## config.mk

```make
export PLATFORM = sky130hd
export DESIGN_NAME = puzzle_fetch_seq_flat
export DESIGN_NICKNAME = d
export VERILOG_FILES = /design/src/rtl/puzzle_fetch_seq_if.sv /design/src/rtl/puzzle_fetch_seq.sv /design/src/flat_wrapper.sv
export SDC_FILE = /design/constraint.sdc
export NUM_CORES = 1
export LEC_CHECK = 0
export ABC_CLOCK_PERIOD_IN_PS = 1900
export CORE_MARGIN = 2
export CORE_UTILIZATION = 45
export DETAILED_ROUTE_END_ITERATION = 10
export DONT_BUFFER_PORTS = 1
export PLACE_DENSITY_LB_ADDON = 0.05
export SKIP_LAST_GASP = 1
export SYNTH_ARGS = -nofsm -noshare
export SYNTH_HDL_FRONTEND = slang
export SYNTH_SLANG_ARGS = --single-unit
```

## constraint.sdc

```tcl
create_clock -name clk -period 1.9 [get_ports clk]
set_input_delay 0.285 -clock clk [delete_from_list [all_inputs] [get_ports clk]]
set_output_delay 0.285 -clock clk [all_outputs]
set_load 0.005 [all_outputs]
```

## src/rtl/puzzle_fetch_seq_if.sv

```systemverilog
// Sequencer <-> ROM / execute-stage bus for the 8-puzzle solver core.
interface puzzle_fetch_seq_if #(
  parameter int PC_W = 6,
  parameter int OP_W = 16
);
  logic [PC_W-1:0] pc;
  logic [OP_W-1:0] op;
  logic [OP_W-1:0] ex_op;
  logic            ex_valid;
  logic            ex_ready;
  logic            ex_done;
  logic            ex_flag;
  logic            ex_flag_we;

  // Sequencer side: owns pc and the issue half of the handshake.
  modport master (
    output pc, ex_op, ex_valid,
    input  op, ex_ready, ex_done, ex_flag, ex_flag_we
  );

  // ROM / execute side.
  modport slave (
    input  pc, ex_op, ex_valid,
    output op, ex_ready, ex_done, ex_flag, ex_flag_we
  );
endinterface

```

## src/rtl/puzzle_fetch_seq.sv

```systemverilog
// Program sequencer: fetches from a combinational ROM, resolves JMP/JNZ
// locally, hands all other ops to execute and waits for completion.
// A branch onto its own address is the program's terminal loop -> HALT.
module puzzle_fetch_seq #(
  parameter int              PC_W     = 6,
  parameter int              OP_W     = 16,
  parameter logic [4:0]      JMP_OP   = 5'd1,
  parameter logic [4:0]      JNZ_OP   = 5'd2,
  parameter logic [PC_W-1:0] RESET_PC = '0
) (
  input  logic                clk,
  input  logic                rst_n,
  input  logic                start,
  input  logic                restart,
  puzzle_fetch_seq_if.master  bus,
  output logic                flag,
  output logic                busy,
  output logic                halted,
  output logic [15:0]         retired
);

  typedef enum logic [2:0] {
    S_IDLE, S_FETCH, S_DECODE, S_ISSUE, S_WAIT, S_HALT
  } state_t;

  state_t          state, nstate;
  logic [OP_W-1:0] ir;
  logic [PC_W-1:0] pc;
  logic [4:0]      opc;
  logic [PC_W-1:0] target;
  logic            is_jmp, is_jnz, take;
  logic            accept, complete, branch;

  assign opc    = ir[OP_W-1 -: 5];
  assign target = ir[PC_W-1:0];
  assign is_jmp = (opc == JMP_OP);
  assign is_jnz = (opc == JNZ_OP);
  // JMP always goes to target; JNZ only when the flag is set.
  assign take   = is_jmp || (is_jnz && flag);

  // Completion may land on the accept cycle itself (ISSUE) or later (WAIT).
  assign accept   = (state == S_ISSUE) && bus.ex_ready;
  assign complete = (accept && bus.ex_done) || ((state == S_WAIT) && bus.ex_done);
  assign branch   = (state == S_DECODE) && (is_jmp || is_jnz);

  assign bus.pc = pc;

  // State register.
  always_ff @(posedge clk or negedge rst_n) begin
    if (!rst_n) state <= S_IDLE;
    else        state <= nstate;
  end

  // Next-state logic; restart overrides everything and re-enters FETCH.
  always_comb begin
    nstate = state;
    if (restart) nstate = S_FETCH;
    else begin
      case (state)
        S_IDLE:   if (start) nstate = S_FETCH;
        S_FETCH:  nstate = S_DECODE;
        S_DECODE: begin
          if (is_jmp || is_jnz)
            nstate = (take && (target == pc)) ? S_HALT : S_FETCH;
          else
            nstate = S_ISSUE;
        end
        S_ISSUE:  if (bus.ex_ready) nstate = bus.ex_done ? S_FETCH : S_WAIT;
        S_WAIT:   if (bus.ex_done) nstate = S_FETCH;
        S_HALT:   nstate = S_HALT;
        default:  nstate = S_IDLE;
      endcase
    end
  end

  // Outputs decoded from state alone, so reset drops them asynchronously.
  always_comb begin
    bus.ex_valid = 1'b0;
    bus.ex_op    = '0;
    busy         = 1'b1;
    halted       = 1'b0;
    case (state)
      S_IDLE:  busy = 1'b0;
      S_HALT:  begin busy = 1'b0; halted = 1'b1; end
      S_ISSUE: begin bus.ex_valid = 1'b1; bus.ex_op = ir; end
      default: ;
    endcase
  end

  // Datapath: instruction register, pc, flag and retired counter.
  always_ff @(posedge clk or negedge rst_n) begin
    if (!rst_n) begin
      pc      <= RESET_PC;
      ir      <= '0;
      flag    <= 1'b0;
      retired <= '0;
    end else if (restart) begin
      pc      <= RESET_PC;
      ir      <= '0;
      flag    <= 1'b0;
      retired <= '0;
    end else begin
      if (state == S_FETCH) ir <= bus.op;
      // A self-target keeps pc as is, which is what HALT needs.
      if (branch) pc <= take ? target : pc + PC_W'(1);
      if (complete) begin
        if (bus.ex_flag_we) flag <= bus.ex_flag;
        pc <= pc + PC_W'(1);
      end
      if ((complete || branch) && (retired != 16'hFFFF))
        retired <= retired + 16'd1;
    end
  end

endmodule

```

## src/flat_wrapper.sv

```systemverilog
// flat-port wrapper written by rule: the top's interface ports become plain ports
module puzzle_fetch_seq_flat 
#(
  parameter int              PC_W     = 6,
  parameter int              OP_W     = 16,
  parameter logic [4:0]      JMP_OP   = 5'd1,
  parameter logic [4:0]      JNZ_OP   = 5'd2,
  parameter logic [PC_W-1:0] RESET_PC = '0
)
  (clk, rst_n, start, restart, flag, busy, halted, retired, bus_pc, bus_ex_op, bus_ex_valid, bus_op, bus_ex_ready, bus_ex_done, bus_ex_flag, bus_ex_flag_we);
  puzzle_fetch_seq_if #(.PC_W(PC_W), .OP_W(OP_W)) bus_i ();
  input  logic clk;
  input  logic rst_n;
  input  logic start;
  input  logic restart;
  output logic flag;
  output logic busy;
  output logic halted;
  output logic [15:0] retired;
  output wire logic [$bits(bus_i.pc)-1:0] bus_pc;
  output wire logic [$bits(bus_i.ex_op)-1:0] bus_ex_op;
  output wire logic [$bits(bus_i.ex_valid)-1:0] bus_ex_valid;
  input wire logic [$bits(bus_i.op)-1:0] bus_op;
  input wire logic [$bits(bus_i.ex_ready)-1:0] bus_ex_ready;
  input wire logic [$bits(bus_i.ex_done)-1:0] bus_ex_done;
  input wire logic [$bits(bus_i.ex_flag)-1:0] bus_ex_flag;
  input wire logic [$bits(bus_i.ex_flag_we)-1:0] bus_ex_flag_we;
  assign bus_pc = bus_i.pc;
  assign bus_ex_op = bus_i.ex_op;
  assign bus_ex_valid = bus_i.ex_valid;
  assign bus_i.op = bus_op;
  assign bus_i.ex_ready = bus_ex_ready;
  assign bus_i.ex_done = bus_ex_done;
  assign bus_i.ex_flag = bus_ex_flag;
  assign bus_i.ex_flag_we = bus_ex_flag_we;
  puzzle_fetch_seq #(.PC_W(PC_W), .OP_W(OP_W), .JMP_OP(JMP_OP), .JNZ_OP(JNZ_OP), .RESET_PC(RESET_PC)) u_core (.clk(clk), .rst_n(rst_n), .start(start), .restart(restart), .bus(bus_i), .flag(flag), .busy(busy), .halted(halted), .retired(retired));
endmodule
```

=== Word level (Yosys, flattened, before mapping) ===
Cells that the tools add are included.

* Register bits after elaboration: 42
* Logic and storage cells: 62
* Bits of input ports: 24
* Output and inout port bits: 42

* Reductions and logical operators: 20
* Add/subtract/negate cells: 2
* Multiplexer cells: 23
* Eq/ne operators: 12

{| class="wikitable"
|+ Operators with widths
! cell !! count
|-
| $mux 16 || 5
|-
| $mux 6 || 4
|-
| $mux 3 || 7
|-
| $pmux 3 s6 || 1
|-
| $add 16x1->16 const B || 1
|-
| $ne 16x16->1 const B || 1
|-
| $ne 3x3->1 const B || 3
|-
| $reduce_bool 2->1 || 4
|-
| $logic_and 1x1->1 || 7
|-
| $add 6x1->6 const B || 1
|-
| $eq 3x2->1 const B || 2
|-
| $eq 3x3->1 const B || 2
|-
| $eq 6x6->1 || 1
|-
| $mux 1 || 6
|-
| $eq 5x1->1 const B || 1
|-
| $eq 5x2->1 const B || 1
|-
| $logic_or 1x1->1 || 4
|-
| $eq 3x1->1 const B || 1
|-
| $logic_not 3->1 || 1
|-
| $reduce_and 3->1 || 1
|-
| $reduce_bool 3->1 || 1
|-
| $reduce_and 2->1 || 1
|-
| $reduce_or 2->1 || 1
|}

=== Logic depth before layout (Yosys ltp) ===
Gate-level depths: netlist (run 1).

* Depth in word-level cells: 8
* Mapped depth: 8
* Depth with buffers taken out: 6

=== Least setup slack after synthesis (run 1) ===
Ideal clock, no wire load.

* Kind: register to register
* Start point: register u_core.state[0]
* End point: register u_core.pc[4] (netlist: u_core.bus.pc[4])
* Clock period less this slack: 1819 ps
* Setup time: 87 ps
* Buffers on the path: 2
* Cell stages (with the launch flop): 8
* Path slack: 81 ps
* Arrival time: 1732 ps
* Data required time: 1813 ps
* Cells stage by stage: dfrtp_1 buf_4 and3b_1 buf_4 a31oi_2 nand2_2 or4b_1 o211ai_1

* Word-level cells in the longest chain between the ends: 6
* Elaborated cells on any way between the ends: 11
* Classes of those cells: eq/ne: 3; mux: 2; reduce/logical: 6

{| class="wikitable"
|+ Ends and longest elaborated chain
! what !! line !! RTL
|-
| start, declared || puzzle_fetch_seq.sv:26 || <nowiki>state_t state, nstate;</nowiki>
|-
| start signal, assigned || puzzle_fetch_seq.sv:51 || <nowiki>else state <= nstate;</nowiki>
|-
| $eq 3x2->1 || puzzle_fetch_seq.sv:42 || <nowiki>assign accept = (state == S_ISSUE) && bus.ex_ready;</nowiki>
|-
| $logic_and 1x1->1 || puzzle_fetch_seq.sv:42 ||
|-
| $logic_and 1x1->1 || puzzle_fetch_seq.sv:43 || <nowiki>assign complete = (accept && bus.ex_done) || ((state == S_WAIT) && bus.ex_done);</nowiki>
|-
| $logic_or 1x1->1 || puzzle_fetch_seq.sv:43 ||
|-
| $mux 6 || puzzle_fetch_seq.sv:106 || <nowiki>if (complete) begin</nowiki>
|-
| $mux 6 || puzzle_fetch_seq.sv:97 || <nowiki>end else if (restart) begin</nowiki>
|-
| end signal, assigned || puzzle_fetch_seq.sv:105 || <nowiki>if (branch) pc <= take ? target : pc + PC_W'(1);</nowiki>
|-
| end signal, assigned || puzzle_fetch_seq.sv:108 || <nowiki>pc <= pc + PC_W'(1);</nowiki>
|-
| end, declared || puzzle_fetch_seq.sv:28 || <nowiki>logic [PC_W-1:0] pc;</nowiki>
|}

Parallel ways exist; a longest one is shown, timed or not.
A chain may end at the register's enable or synchronous reset.

=== Worst setup path after layout (run 1) ===
* Start point: register u_core.ir[12]
* End point: register u_core.retired[11]

* Word-level cells in the longest chain between the ends: 6
* Elaborated cells on any way between the ends: 7
* Classes of those cells: eq/ne: 2; reduce/logical: 5

{| class="wikitable"
|+ Ends and longest elaborated chain
! what !! line !! RTL
|-
| start, declared || puzzle_fetch_seq.sv:27 || <nowiki>logic [OP_W-1:0] ir;</nowiki>
|-
| start signal, assigned || puzzle_fetch_seq.sv:103 || <nowiki>if (state == S_FETCH) ir <= bus.op;</nowiki>
|-
| $eq 5x1->1 or $eq 5x2->1 (tied branches) || puzzle_fetch_seq.sv:36, puzzle_fetch_seq.sv:37 ||
|-
| $logic_or 1x1->1 (*) || puzzle_fetch_seq.sv:44 || <nowiki>assign branch = (state == S_DECODE) && (is_jmp || is_jnz);</nowiki>
|-
| $logic_and 1x1->1 (*) || puzzle_fetch_seq.sv:44 ||
|-
| $logic_or 1x1->1 (*) || puzzle_fetch_seq.sv:110 || <nowiki>if ((complete || branch) && (retired != 16'hFFFF))</nowiki>
|-
| $logic_and 1x1->1 (*) || puzzle_fetch_seq.sv:110 ||
|-
| $reduce_bool 2->1 (no source line) (*) || - ||
|-
| end signal, assigned || puzzle_fetch_seq.sv:111 || <nowiki>retired <= retired + 16'd1;</nowiki>
|-
| end, declared || puzzle_fetch_seq.sv:19 || <nowiki>output logic [15:0] retired</nowiki>
|}

Every way passes the cells marked *; elsewhere a longest branch is shown, timed or not.

==> run summary, run 1 <==
FLOORPLAN
------------------------------------------------------------------------------------
Placeable core region                                                      5172 um^2
Area of the die                                                            6018 um^2
Initial Util                                                                  0.4710
X dimension of the die                                                      77.58 um
Number of top-level pins                                                          66
Num rows                                                                          26
Chip height                                                                 77.58 um

TIMING
------------------------------------------------------------------------------------
Fin worst setup slack                                                       73.90 ps
Skew final                                                                  3.913 ps
Count of endpoints failing hold in the final timing report                         0
Min Clock Period, post-route                                                 1826 ps
Maximum frequency from static timing analysis                             0.5476 GHz
Transition time at the pin with the least slew margin                       633.5 ps
Max transition margin                                                         0.5772
Number of setup violations in the final report                                     0
Fin Setup TNS                                                                   0 ps
Final-report max-slew violation count                                              0
Setup repair after global routing missed its margin                              yes
Fraction of the cycle the final worst path needs                              0.9611

CLOCK NETWORK
------------------------------------------------------------------------------------
Clock sink total                                                                  42
Total clock buffers created by CTS                                                 5
CTS H-tree depth                                                                   2
Clock Pin Slew Worst Setup and Hold Paths                                      90 ps
Longest Clk Path Bufs                                                              2
Clock Root Buffer                                                       sky130_fd_sc_hd__clkbuf_8
Worst-skew pair later-pin latency                                             300 ps
Clock tree from TritonCTS                                                       done
Post-CTS Setup Repair Bufs                                                         0

POWER AND IR DROP
------------------------------------------------------------------------------------
Leak pwr                                                                    1.231 nW
Part of the total power dissipated in sequential elements                      0.460
Maximum vdd drop                                                           0.4206 mV
PD cells                                                                828.5 nW/um^2
Relative contribution of the clock network to total power                      0.266
Design internal power                                                       1.580 mW
Fraction of power spent switching nets                                        0.3283
Fraction of power consumed by combinational cells                              0.274
Switching Power                                                            0.7721 mW

SYNTH
------------------------------------------------------------------------------------
Post-Syn Instances                                                               257
Synth Net Count                                                                  283
Synthesis Warnings                                                                 0
Synthesized area per cell                                                 9.479 um^2
Fraction of the mapped netlist area in simple logic gates                     0.2650
Compound-gate portion of the synthesized area                                 0.2075
Synth Flop Type                                                         sky130_fd_sc_hd__dfrtp_1
Post-synthesis sequential area ratio                                          0.4314
Number of synthesized flops with an enable pin                                     0
Post-synthesis instance area                                               2436 um^2
Yosys reg bits                                                                    42
Multiplexer fraction of the synthesized cell area                            0.01695
Post-Synth XOR/XNOR Area                                                     0.03236
Synth cell types                                                                  50
Share of flip-flops with an asynchronous set or reset after synthesis          1.000
Adder-cell share of the synthesized area                                     0.01027
Combinational family with the most area after synthesis                 simple AND/OR/NAND/NOR gates

FINISH
------------------------------------------------------------------------------------
Sequential standard cell area                                              1051 um^2
Layout Nets                                                                      309
Post-route cell area                                                       2839 um^2
Highest-count cells in the layout ignoring fill and taps                42 x sky130_fd_sc_hd__dfrtp_1, 32 x sky130_fd_sc_hd__buf_4, 19 x sky130_fd_sc_hd__a21oi_1
Synth-to-Final Area Change                                                    16.54%
Fraction of layout instances using a drive strength above 1                   0.1937
Multi-input logic area                                                     1316 um^2
FILL cells                                                                       496
# diodes                                                                           0
Most common cell after layout, fill and taps aside                      sky130_fd_sc_hd__dfrtp_1
Final cell count without fillers                                                 354

WORST SETUP PATH
------------------------------------------------------------------------------------
Cell family with most CP delay                                          simple AND/OR/NAND/NOR gates
Critical Path Start Type                                                    register
Sort of element at the end of the critical path                             register
Classification of the worst setup path                                    reg -> reg
CP bufs+invs                                                                       0
Critical Path Fanout Max                                                          18
Signal arrival time at the worst endpoint                                    2060 ps
Worst path slowest cell                                                 sky130_fd_sc_hd__or4_1
Cell Chain, Critical Path                                               xor2_1 > and3_4 > nor2_4 > or4_1 > a21oi_1
Maximum single-stage delay on the critical path                               510 ps
Data required time of the worst path                                         2130 ps

GLOBAL ROUTING
------------------------------------------------------------------------------------
Vias in the first global route                                                  1941
Initial antenna violation count                                                    0
Global-route wire length before repair                                      10.21 mm
GRT Residual Overflow                                                              0
GRT Total Usage                                                               0.2121
Maximum number of pins on one net before global-route repair                      43

DETAILED ROUTING
------------------------------------------------------------------------------------
Detailed-route wire length per cell                                         17.06 um
Wirelength, routed                                                          6.039 mm
TritonRoute pass-1 iters                                                           4
Remaining antenna violation count after routing                                    0
Via count                                                                       2085
Initial drt markers                                                              166
Remaining design rule violation count                                              0
Post-detailed-route via-to-cell ratio                                          5.890

PLACEMENT
------------------------------------------------------------------------------------
# placed instances                                                               344
Total of buffers placed on input and output ports                                  0
Weighted congestion at the end of routability-driven global placement         0.7948
Post-place instance area                                                   2691 um^2
Worst setup slack before clock tree synthesis                              -58.97 ps
Post-detail-place hpwl                                                      4.350 mm

MIN PATH
------------------------------------------------------------------------------------
Kind of path behind the tightest hold check                                in -> reg

STATUS
------------------------------------------------------------------------------------
Result of the run                                                       finished, final reports clean

JOB
------------------------------------------------------------------------------------
MaxCap Viol Count                                                                  0

[stage by stage]
stage	hold WS [ps]	power, mW	util
CTS	31.94	2.372	0.5469
global route	24.47	2.506	0.5489
detailed placement	-9.464	1.717	0.5203
finish	41.15	2.352	0.5489
global placement	-9.524	1.707	0.5203
floorplan	-10.59	1.498	-
[cell usage after synthesis, types with 2 or more instances]
library cell                instances  share of area
sky130_fd_sc_hd__or3_1              4          0.010
sky130_fd_sc_hd__dfrtp_1           42           0.43
sky130_fd_sc_hd__buf_2              2         0.0041
sky130_fd_sc_hd__a21oi_1           20          0.041
sky130_fd_sc_hd__nor4_1             2         0.0051
sky130_fd_sc_hd__nor3b_1            2         0.0062
sky130_fd_sc_hd__a31oi_1            2         0.0051
sky130_fd_sc_hd__ha_1               2          0.010
sky130_fd_sc_hd__clkbuf_1           9          0.014
sky130_fd_sc_hd__nand3b_1           3         0.0092
sky130_fd_sc_hd__xor2_1             7          0.025
sky130_fd_sc_hd__and2_1            16          0.041
sky130_fd_sc_hd__nor3_1             6          0.012
sky130_fd_sc_hd__inv_1              3         0.0046
sky130_fd_sc_hd__and4_1             2         0.0072
sky130_fd_sc_hd__nand3_1           11          0.023
sky130_fd_sc_hd__a311oi_1           3          0.011
sky130_fd_sc_hd__or4_1              6          0.018
sky130_fd_sc_hd__o31ai_1            6          0.018
sky130_fd_sc_hd__nand2b_1           6          0.015
sky130_fd_sc_hd__and3_1             5          0.013
sky130_fd_sc_hd__a22o_1            16          0.058
sky130_fd_sc_hd__o21ai_0           11          0.023
sky130_fd_sc_hd__o32ai_1            2         0.0072
sky130_fd_sc_hd__and3b_1            2         0.0072
sky130_fd_sc_hd__buf_4              3         0.0092
sky130_fd_sc_hd__nor2_1            18          0.028
sky130_fd_sc_hd__nand2_1           11          0.017
sky130_fd_sc_hd__nand4_1            8          0.021
sky130_fd_sc_hd__xnor2_1            2         0.0072
sky130_fd_sc_hd__nor2b_1            3         0.0077
sky130_fd_sc_hd__mux2i_1            3          0.012
sky130_fd_sc_hd__a2111oi_2          2          0.012
[power groups by stage]
stage	Clock [mW]	Combinational (mW)	Sequential, mW
2_1_floorplan	0	0.422	1.08
3_3_place_gp	0	0.610	1.10
3_5_place_dp	0	0.617	1.10
4_1_cts	0.639	0.650	1.08
5_1_grt	0.677	0.726	1.10
6_report	0.625	0.644	1.08
[repair_timing]
action | CTS | global route
hold buffers | 2 | 0
resized for setup | 1 | 3
endpoints found under the setup margin | 5 | 25
endpoints found under the hold margin | 42 | 0
[state kept, by name (all words and copies together) (netlist names)]
name / count
u_core.bus.pc: 6
u_core.ir: 16
u_core.retired: 16
u_core.state: 3
u_core.flag: 1
[cell families (layout without fill, tap and decap cells)]
logic type | after synthesis | after routing
AO/OA/AOI/OAI | 71 | 71
XOR/XNOR | 9 | 9
adder cells (fa/ha/maj) | 2 | 2
buffers and inverters | 18 | 45
flip-flops | 42 | 42
multiplexers | 4 | 4
AND/OR/NAND/NOR | 111 | 111
[metal layers]
metal,wire length [um],GRT usage
met3,342,0.05698
met2,2778,0.3096
met1,2851,0.3070
met4,67,0.06429
met5,0,0
[final timing paths]
check	cells past startpoint	endpoint	start	slack (ps)
max	5	u_core.retired[11]$_DFFE_PN0P_	u_core.ir[12]$_DFFE_PN0P_	70
min	1	u_core.retired[13]$_DFFE_PN0P_	restart	40
max reg2reg	5	u_core.retired[11]$_DFFE_PN0P_	u_core.ir[12]$_DFFE_PN0P_	70
min reg2reg	1	u_core.ir[9]$_DFFE_PN0P_	u_core.ir[9]$_DFFE_PN0P_	500
max in group asynchronous	2	u_core.state[0]$_DFFE_PN0P_	rst_n	1210
min in group asynchronous	2	u_core.retired[14]$_DFFE_PN0P_	rst_n	480
[layout make-up]
type | instances | share of cell area
multi-input cells | 197 | 0.4636
flip-flops and latches | 42 | 0.3702
repair buffers | 34 | 0.09784
well taps | 70 | 0.03085
clock buffers | 6 | 0.02909
clock inverters | 2 | 0.004407
inverters | 3 | 0.003967
No activity file was read; power rests on OpenSTA's default activity.
==> run 2: changes to the inputs <==
ABC_CLOCK_PERIOD_IN_PS = 1500   (was 1900)
clock period = 1.5 ns   (was 1.9 ns; I/O delays follow)
==> run 2 against run 1 <==
- the flow now finishes with violations (hold timing, setup timing)
- clock power is 45% higher
- fmax rose by 1.2%
- final cell count increased by 13%
- critical endpoint unchanged
- largest power group unchanged
==> run summary, run 2 (synthesis gave the netlist of run 1 again) <==
TIMING
------------------------------------------------------------------------------------
Setup repair after global routing missed its margin                              yes   unchanged
Post-Route Hold Slack                                                      -11.73 ps   was 41.15 ps
Count of endpoints failing hold in the final timing report                         5   was 0
Transition time at the pin with the least slew margin                       395.1 ps   was 633.5 ps
Maximum frequency from static timing analysis                             0.5540 GHz   was 0.5476 GHz
Fin Setup TNS                                                               -7557 ps   was 0 ps
Max transition margin                                                         0.7360   was 0.5772
Min Clock Period, post-route                                                 1805 ps   was 1826 ps
Number of setup violations in the final report                                    41   was 0
Fin worst setup slack                                                      -304.9 ps   was 73.90 ps
Fraction of the cycle the final worst path needs                               1.203   was 0.9611
Final-report max-slew violation count                                              0   unchanged
Skew final                                                                  4.516 ps   was 3.913 ps

POWER AND IR DROP
------------------------------------------------------------------------------------
Fraction of power consumed by combinational cells                              0.342   was 0.274
Relative contribution of the clock network to total power                      0.262   was 0.266
Design internal power                                                       2.368 mW   was 1.580 mW
PD cells                                                                990.4 nW/um^2   was 828.5 nW/um^2
Fraction of power spent switching nets                                        0.3169   was 0.3283
Maximum vdd drop                                                           0.5690 mV   was 0.4206 mV
Leak pwr                                                                    1.516 nW   was 1.231 nW
Part of the total power dissipated in sequential elements                      0.396   was 0.460
Post-route total power                                                      3.467 mW   was 2.352 mW
Switching Power                                                             1.099 mW   was 0.7721 mW

CLOCK NETWORK
------------------------------------------------------------------------------------
CTS H-tree depth                                                                   2   unchanged
Longest Clk Path Bufs                                                              2   unchanged
Clock sink total                                                                  42   unchanged
Worst-skew pair later-pin latency                                             290 ps   was 300 ps
Clock Pin Slew Worst Setup and Hold Paths                                      90 ps   about the same
Clock Root Buffer                                                       sky130_fd_sc_hd__clkbuf_8   unchanged
Clock tree from TritonCTS                                                       done   unchanged
Total clock buffers created by CTS                                                 5   unchanged
Number of hold buffers added after cts                                             2   unchanged

WORST SETUP PATH
------------------------------------------------------------------------------------
Critical Path Start Type                                                    register   unchanged
R2r endpoint                                                            u_core.retired[11]$_DFFE_PN0P_   unchanged
Data required time of the worst path                                         1730 ps   was 2130 ps
Critical Path Fanout Max                                                           6   was 18
Signal arrival time at the worst endpoint                                    2030 ps   was 2060 ps
Classification of the worst setup path                                    reg -> reg   unchanged
Sort of element at the end of the critical path                             register   unchanged
Worst-case register-to-register setup slack                                  -300 ps   was 70 ps
Source of the worst register-to-register timing path                    u_core.state[2]$_DFFE_PN0P_   was u_core.ir[12]$_DFFE_PN0P_
Depth of the most critical reg-to-reg path                                         6   was 5

FLOORPLAN
------------------------------------------------------------------------------------
Num rows                                                                          26   unchanged
Placeable core region                                                      5172 um^2   unchanged
Number of top-level pins                                                          66   unchanged
Initial Util                                                                  0.4710   unchanged
X dimension of the die                                                      77.58 um   unchanged
Area of the die                                                            6018 um^2   unchanged
Chip height                                                                 77.58 um   unchanged

FINISH
------------------------------------------------------------------------------------
Synth-to-Final Area Change                                                    43.71%   was 16.54%
Fraction of layout instances using a drive strength above 1                   0.4018   was 0.1937
Final standard cell utilization of the core                                   0.6768   was 0.5489
Most common cell after layout, fill and taps aside                      sky130_fd_sc_hd__buf_4   was sky130_fd_sc_hd__dfrtp_1
Registers with the most flip-flops                                      u_core.ir x16, u_core.retired x16, u_core.bus.pc x6   unchanged
Post-route cell area                                                       3501 um^2   was 2839 um^2
# diodes                                                                           0   unchanged
Layout Nets                                                                      356   was 309
Final cell count without fillers                                                 401   was 354
Highest-count cells in the layout ignoring fill and taps                58 x sky130_fd_sc_hd__buf_4, 40 x sky130_fd_sc_hd__dfrtp_1, 19 x sky130_fd_sc_hd__buf_6   was 42 x sky130_fd_sc_hd__dfrtp_1, 32 x sky130_fd_sc_hd__buf_4, 19 x sky130_fd_sc_hd__a21oi_1

MIN PATH
------------------------------------------------------------------------------------
Worst hold path depth                                                              1   unchanged
Kind of path behind the tightest hold check                                in -> reg   unchanged
Launch instance of the worst min-delay path                                  restart   unchanged
Hold worst-path end                                                     u_core.flag$_DFFE_PN0P_   was u_core.retired[13]$_DFFE_PN0P_

GLOBAL ROUTING
------------------------------------------------------------------------------------
GRT Residual Overflow                                                              0   unchanged
Initial antenna violation count                                                    0   unchanged
Global-route wire length before repair                                      10.66 mm   was 10.21 mm
Maximum number of pins on one net before global-route repair                      43   unchanged
Vias in the first global route                                                  2137   was 1941
GRT Total Usage                                                               0.2223   was 0.2121

PLACEMENT
------------------------------------------------------------------------------------
Post-detail-place hpwl                                                      4.477 mm   was 4.350 mm
Post-place instance area                                                   2962 um^2   was 2691 um^2
Total of buffers placed on input and output ports                                  0   unchanged
# placed instances                                                               371   was 344
Worst setup slack before clock tree synthesis                              -358.2 ps   was -58.97 ps
Weighted congestion at the end of routability-driven global placement         0.8004   was 0.7948

JOB
------------------------------------------------------------------------------------
MaxCap Viol Count                                                                  0   unchanged

DETAILED ROUTING
------------------------------------------------------------------------------------
Initial drt markers                                                               72   was 166
Via count                                                                       2257   was 2085
Remaining antenna violation count after routing                                    0   unchanged
Wirelength, routed                                                          6.647 mm   was 6.039 mm
TritonRoute pass-1 iters                                                           4   unchanged
Post-detailed-route via-to-cell ratio                                          5.628   was 5.890
Remaining design rule violation count                                              0   unchanged
Detailed-route wire length per cell                                         16.58 um   was 17.06 um

STATUS
------------------------------------------------------------------------------------
Result of the run                                                       finished, violations left   was finished, final reports clean
Violated checks                                                         hold timing, setup timing

run 2: cell count changes in the layout (fill, tap and decap cells not counted), sizes merged:
| cell | delta |
|---|---|
| bufinv | +1 |
| clkinvlp | +1 |
| nor2 | +1 |
| clkinv | -1 |
| buf | +46 |
| clkbuf | -1 |
run 2: how the worst max path moves through the flow:
stage	depth (start not counted)	start	slack (ps)	end
finish	6	u_core.state[2]$_DFFE_PN0P_	-300	u_core.retired[11]$_DFFE_PN0P_
global route	6	u_core.state[0]$_DFFE_PN0P_	-370	u_core.bus.pc[4]$_DFFE_PN0P_
CTS	6	u_core.state[0]$_DFFE_PN0P_	-290	u_core.bus.pc[4]$_DFFE_PN0P_
detailed placement	5	u_core.ir[15]$_DFFE_PN0P_	-360	u_core.retired[10]$_DFFE_PN0P_
global placement	5	u_core.state[2]$_DFFE_PN0P_	-340	u_core.retired[10]$_DFFE_PN0P_
floorplan	7	u_core.state[2]$_DFFE_PN0P_	-240	u_core.bus.pc[4]$_DFFE_PN0P_
run 2: cell type report:
| class | instances | area, um^2 |
|---|---|---|
| clock buffer | 5 | 68.82 |
| clock inverter | 3 | 45.04 |
| fill | 405 | 1672 |
| inverter | 3 | 11.26 |
| multi-input combinational | 198 | 1550 |
| sequential | 42 | 1054 |
| tap | 70 | 87.58 |
| timing repair buffer | 80 | 684.4 |
run 2: metal layers:
layer  global-route usage  share of wire  vias to the layer above
li1                     -              -                     1106
met1               0.2973           0.46                     1093
met2               0.3548           0.48                       56
met3              0.06047          0.049                        2
met4              0.06250         0.0021                        0
met5                    0              0                        -
run 2: power by group through the flow:
stage                     clock, mW  combinational [mW]  sequential [mW]
final                         0.909                1.19             1.37
after global routing          0.997                1.30             1.39
after CTS                     0.938                1.05             1.37
after detailed placement          0               0.874             1.38
after global placement            0               0.864             1.38
after floorplan                   0               0.585             1.37
run 2: critical path: stages, from the launching register on:
cell                      delay, ps
sky130_fd_sc_hd__dfrtp_2        450
sky130_fd_sc_hd__and3b_2        290
sky130_fd_sc_hd__a31o_4         240
sky130_fd_sc_hd__nor2_4          80
sky130_fd_sc_hd__buf_6          130
sky130_fd_sc_hd__or4_4          410
sky130_fd_sc_hd__a21oi_2        140
run 2: what timing repair did:
action,CTS,global route
buffers inserted,14,5
pin swaps,11,16
gates resized for setup,19,40
cloned,0,2
hold endpoints to repair,62,20
endpoints found under the setup margin,57,59
==> run 3: changes to the inputs <==
PLACE_DENSITY_LB_ADDON = not set   (was 0.05)
RECOVER_POWER = 50   (was not set)
==> run 3 against run 2 <==
- largest power group unchanged
- critical path type unchanged
- first-iteration DRC count grew to 3.3 times the previous value
- sequential power is essentially flat
- highest routed layer unchanged
- worst setup slack better by 24 ps
- critical endpoint is now u_core.retired[5]$_DFFE_PN0P_
- the flow still finishes with violations (hold timing, setup timing)
- non-clock buffer count is 1 higher
==> run summary, run 3 (synthesis gave the netlist of run 1 again) <==
WORST SETUP PATH
------------------------------------------------------------------------------------
Sort of element at the end of the critical path                             register   unchanged
Source of the worst register-to-register timing path                    u_core.state[0]$_DFFE_PN0P_   was u_core.state[2]$_DFFE_PN0P_
Depth of the most critical reg-to-reg path                                         5   was 6
Maximum single-stage delay on the critical path                               510 ps   was 450 ps
Data required time of the worst path                                         1730 ps   about the same
Classification of the worst setup path                                    reg -> reg   unchanged
Cell Chain, Critical Path                                               and4bb_2 > a31o_4 > nor2_4 > or4_1 > a21oi_1   was and3b_2 > a31o_4 > nor2_4 > buf_6 > or4_4 > a21oi_2
Critical Path Start Type                                                    register   unchanged
R2r endpoint                                                            u_core.retired[5]$_DFFE_PN0P_   was u_core.retired[11]$_DFFE_PN0P_
Worst-case register-to-register setup slack                                  -280 ps   was -300 ps
Critical Path Fanout Max                                                           7   was 6
Signal arrival time at the worst endpoint                                    2010 ps   was 2030 ps
Worst path slowest cell                                                 sky130_fd_sc_hd__or4_1   was sky130_fd_sc_hd__dfrtp_2

FINISH
------------------------------------------------------------------------------------
Most common cell after layout, fill and taps aside                      sky130_fd_sc_hd__buf_4   unchanged
Layout Nets                                                                      357   was 356
Registers with the most flip-flops                                      u_core.ir x16, u_core.retired x16, u_core.bus.pc x6   unchanged
FILL cells                                                                       406   was 405
# diodes                                                                           0   unchanged
Synth-to-Final Area Change                                                    47.97%   was 43.71%
Fraction of layout instances using a drive strength above 1                   0.4669   was 0.4018
Highest-count cells in the layout ignoring fill and taps                61 x sky130_fd_sc_hd__buf_4, 40 x sky130_fd_sc_hd__dfrtp_1, 16 x sky130_fd_sc_hd__nor2_1, 16 x sky130_fd_sc_hd__a22o_1, 14 x sky130_fd_sc_hd__and2_4   was 58 x sky130_fd_sc_hd__buf_4, 40 x sky130_fd_sc_hd__dfrtp_1, 19 x sky130_fd_sc_hd__buf_6
Post-route cell area                                                       3605 um^2   was 3501 um^2

CLOCK NETWORK
------------------------------------------------------------------------------------
Worst-skew pair later-pin latency                                             300 ps   was 290 ps
Longest Clk Path Bufs                                                              2   unchanged
CTS H-tree depth                                                                   2   unchanged
Clock Root Buffer                                                       sky130_fd_sc_hd__clkbuf_8   unchanged
Total clock buffers created by CTS                                                 5   unchanged
Clock tree from TritonCTS                                                       done   unchanged
Number of hold buffers added after cts                                             2   unchanged
Clock sink total                                                                  42   unchanged
Clock Pin Slew Worst Setup and Hold Paths                                      90 ps   about the same

STATUS
------------------------------------------------------------------------------------
Result of the run                                                       finished, violations left   unchanged
Violated checks                                                         hold timing, setup timing   unchanged

GLOBAL ROUTING
------------------------------------------------------------------------------------
Initial antenna violation count                                                    0   unchanged
Global-route wire length before repair                                      11.36 mm   was 10.66 mm
GRT Residual Overflow                                                              0   unchanged
Vias in the first global route                                                  2329   was 2137
Maximum number of pins on one net before global-route repair                      43   unchanged
GRT Total Usage                                                               0.2357   was 0.2223

DETAILED ROUTING
------------------------------------------------------------------------------------
Detailed-route wire length per cell                                         17.89 um   was 16.58 um
Remaining antenna violation count after routing                                    0   unchanged
Via count                                                                       2337   was 2257
Post-detailed-route via-to-cell ratio                                          5.813   was 5.628
Remaining design rule violation count                                              0   unchanged
Initial drt markers                                                              240   was 72
TritonRoute pass-1 iters                                                           4   unchanged
Wirelength, routed                                                          7.191 mm   was 6.647 mm

MIN PATH
------------------------------------------------------------------------------------
Hold worst-path end                                                     u_core.retired[7]$_DFFE_PN0P_   was u_core.flag$_DFFE_PN0P_
Launch instance of the worst min-delay path                                  restart   unchanged
Worst hold path depth                                                              1   unchanged
Kind of path behind the tightest hold check                                in -> reg   unchanged

TIMING
------------------------------------------------------------------------------------
Fraction of the cycle the final worst path needs                               1.187   was 1.203
Fin worst setup slack                                                      -281.0 ps   was -304.9 ps
Transition time at the pin with the least slew margin                       932.1 ps   was 395.1 ps
Setup repair after global routing missed its margin                              yes   unchanged
Number of setup violations in the final report                                    42   was 41
Count of endpoints failing hold in the final timing report                         6   was 5
Max transition margin                                                         0.3786   was 0.7360
Skew final                                                                  7.558 ps   was 4.516 ps
Maximum frequency from static timing analysis                             0.5615 GHz   was 0.5540 GHz
Min Clock Period, post-route                                                 1781 ps   was 1805 ps
Post-Route Hold Slack                                                      -8.525 ps   was -11.73 ps
Final-report max-slew violation count                                              0   unchanged

FLOORPLAN
------------------------------------------------------------------------------------
Area of the die                                                            6018 um^2   unchanged
Initial Util                                                                  0.4710   unchanged
Chip height                                                                 77.58 um   unchanged
Num rows                                                                          26   unchanged
X dimension of the die                                                      77.58 um   unchanged
Placeable core region                                                      5172 um^2   unchanged
Number of top-level pins                                                          66   unchanged

PLACEMENT
------------------------------------------------------------------------------------
Post-detail-place hpwl                                                      4.672 mm   was 4.477 mm
Weighted congestion at the end of routability-driven global placement         0.8300   was 0.8004
Total of buffers placed on input and output ports                                  0   unchanged
Post-place instance area                                                   3024 um^2   was 2962 um^2

POWER AND IR DROP
------------------------------------------------------------------------------------
Leak pwr                                                                    1.560 nW   was 1.516 nW
Post-route total power                                                      3.617 mW   was 3.467 mW
PD cells                                                                1004 nW/um^2   was 990.4 nW/um^2
Maximum vdd drop                                                           0.5927 mV   was 0.5690 mV

JOB
------------------------------------------------------------------------------------
MaxCap Viol Count                                                                  0   unchanged

==> run 3: changes by cell type in the layout (fill, tap and decap cells not counted), sizes merged <==
cell	previous run	this run
buf	79	78
clkbuf	5	7
==> run 3: worst max-delay path by stage <==
stage / start / endpoint / slack (ps) / depth (start not counted)
2_1_floorplan: u_core.state[2]$_DFFE_PN0P_ / u_core.bus.pc[4]$_DFFE_PN0P_ / -240 / 7
3_3_place_gp: u_core.ir[15]$_DFFE_PN0P_ / u_core.retired[10]$_DFFE_PN0P_ / -270 / 5
3_5_place_dp: u_core.state[2]$_DFFE_PN0P_ / u_core.bus.pc[0]$_DFFE_PN0P_ / -310 / 6
4_1_cts: u_core.retired[1]$_DFFE_PN0P_ / u_core.retired[7]$_DFFE_PN0P_ / -250 / 6
5_1_grt: u_core.retired[0]$_DFFE_PN0P_ / u_core.retired[9]$_DFFE_PN0P_ / -350 / 6
6_report: u_core.state[0]$_DFFE_PN0P_ / u_core.retired[5]$_DFFE_PN0P_ / -280 / 5
==> run 3: metrics by stage <==
step | worst slack [ps] | hold WS (ps) | setup TNS [ps] | utilization | cells
6_report | -281.0 | -8.525 | -7514 | 0.6969 | 402
5_1_grt | -353.0 | -42.87 | -10860 | 0.6969 | 402
4_1_cts | -249.4 | -25.68 | -6802 | 0.6480 | 395
3_5_place_dp | -310.1 | -69.27 | -5584 | 0.5847 | 376
3_3_place_gp | -273.2 | -69.41 | -4472 | 0.5847 | 376
2_1_floorplan | -238.6 | -70.59 | -3122 | - | 257
==> run 3: layout make-up <==
class | count | area (um^2) | area share
Multi-Input combinational cell | 198 | 1609 | 0.4464
Sequential cell | 42 | 1054 | 0.2923
Timing Repair Buffer | 81 | 729.5 | 0.2024
Clock buffer | 5 | 68.82 | 0.01909
Tap cell | 70 | 87.58 | 0.02430
Clock inverter | 3 | 45.04 | 0.01250
Inverter | 3 | 11.26 | 0.003124
==> run 3: routing by layer <==
layer  global-route usage  wire length (um)
met1               0.3027              3032
met2               0.3930              3671
met3              0.05465               383
met4              0.07679               103
met5                    0                 0
==> run 3: report_power, final <==
group	total (mW)	switching, mW	internal (mW)
Sequential	1.37	0.114	1.25
Combinational	1.34	0.618	0.726
Clock	0.908	0.412	0.495
Total	3.62	1.14	2.47
==> run 3: timing repair <==
| item | CTS | global route |
|---|---|---|
| setup endpoints to repair | 42 | 43 |
| pin swaps | 20 | 24 |
| setup buffers | 9 | 5 |
| gates resized for setup | 26 | 50 |
| hold endpoints to repair | 62 | 20 |
| gates cloned | 1 | 2 |
==> run 3: worst max-delay path, delay by kind of cell, from the launching register on <==
| family | cells | cell delay (ps) |
|---|---|---|
| simple gates | 3 | 940 |
| flops | 1 | 440 |
| compound gates | 2 | 320 |
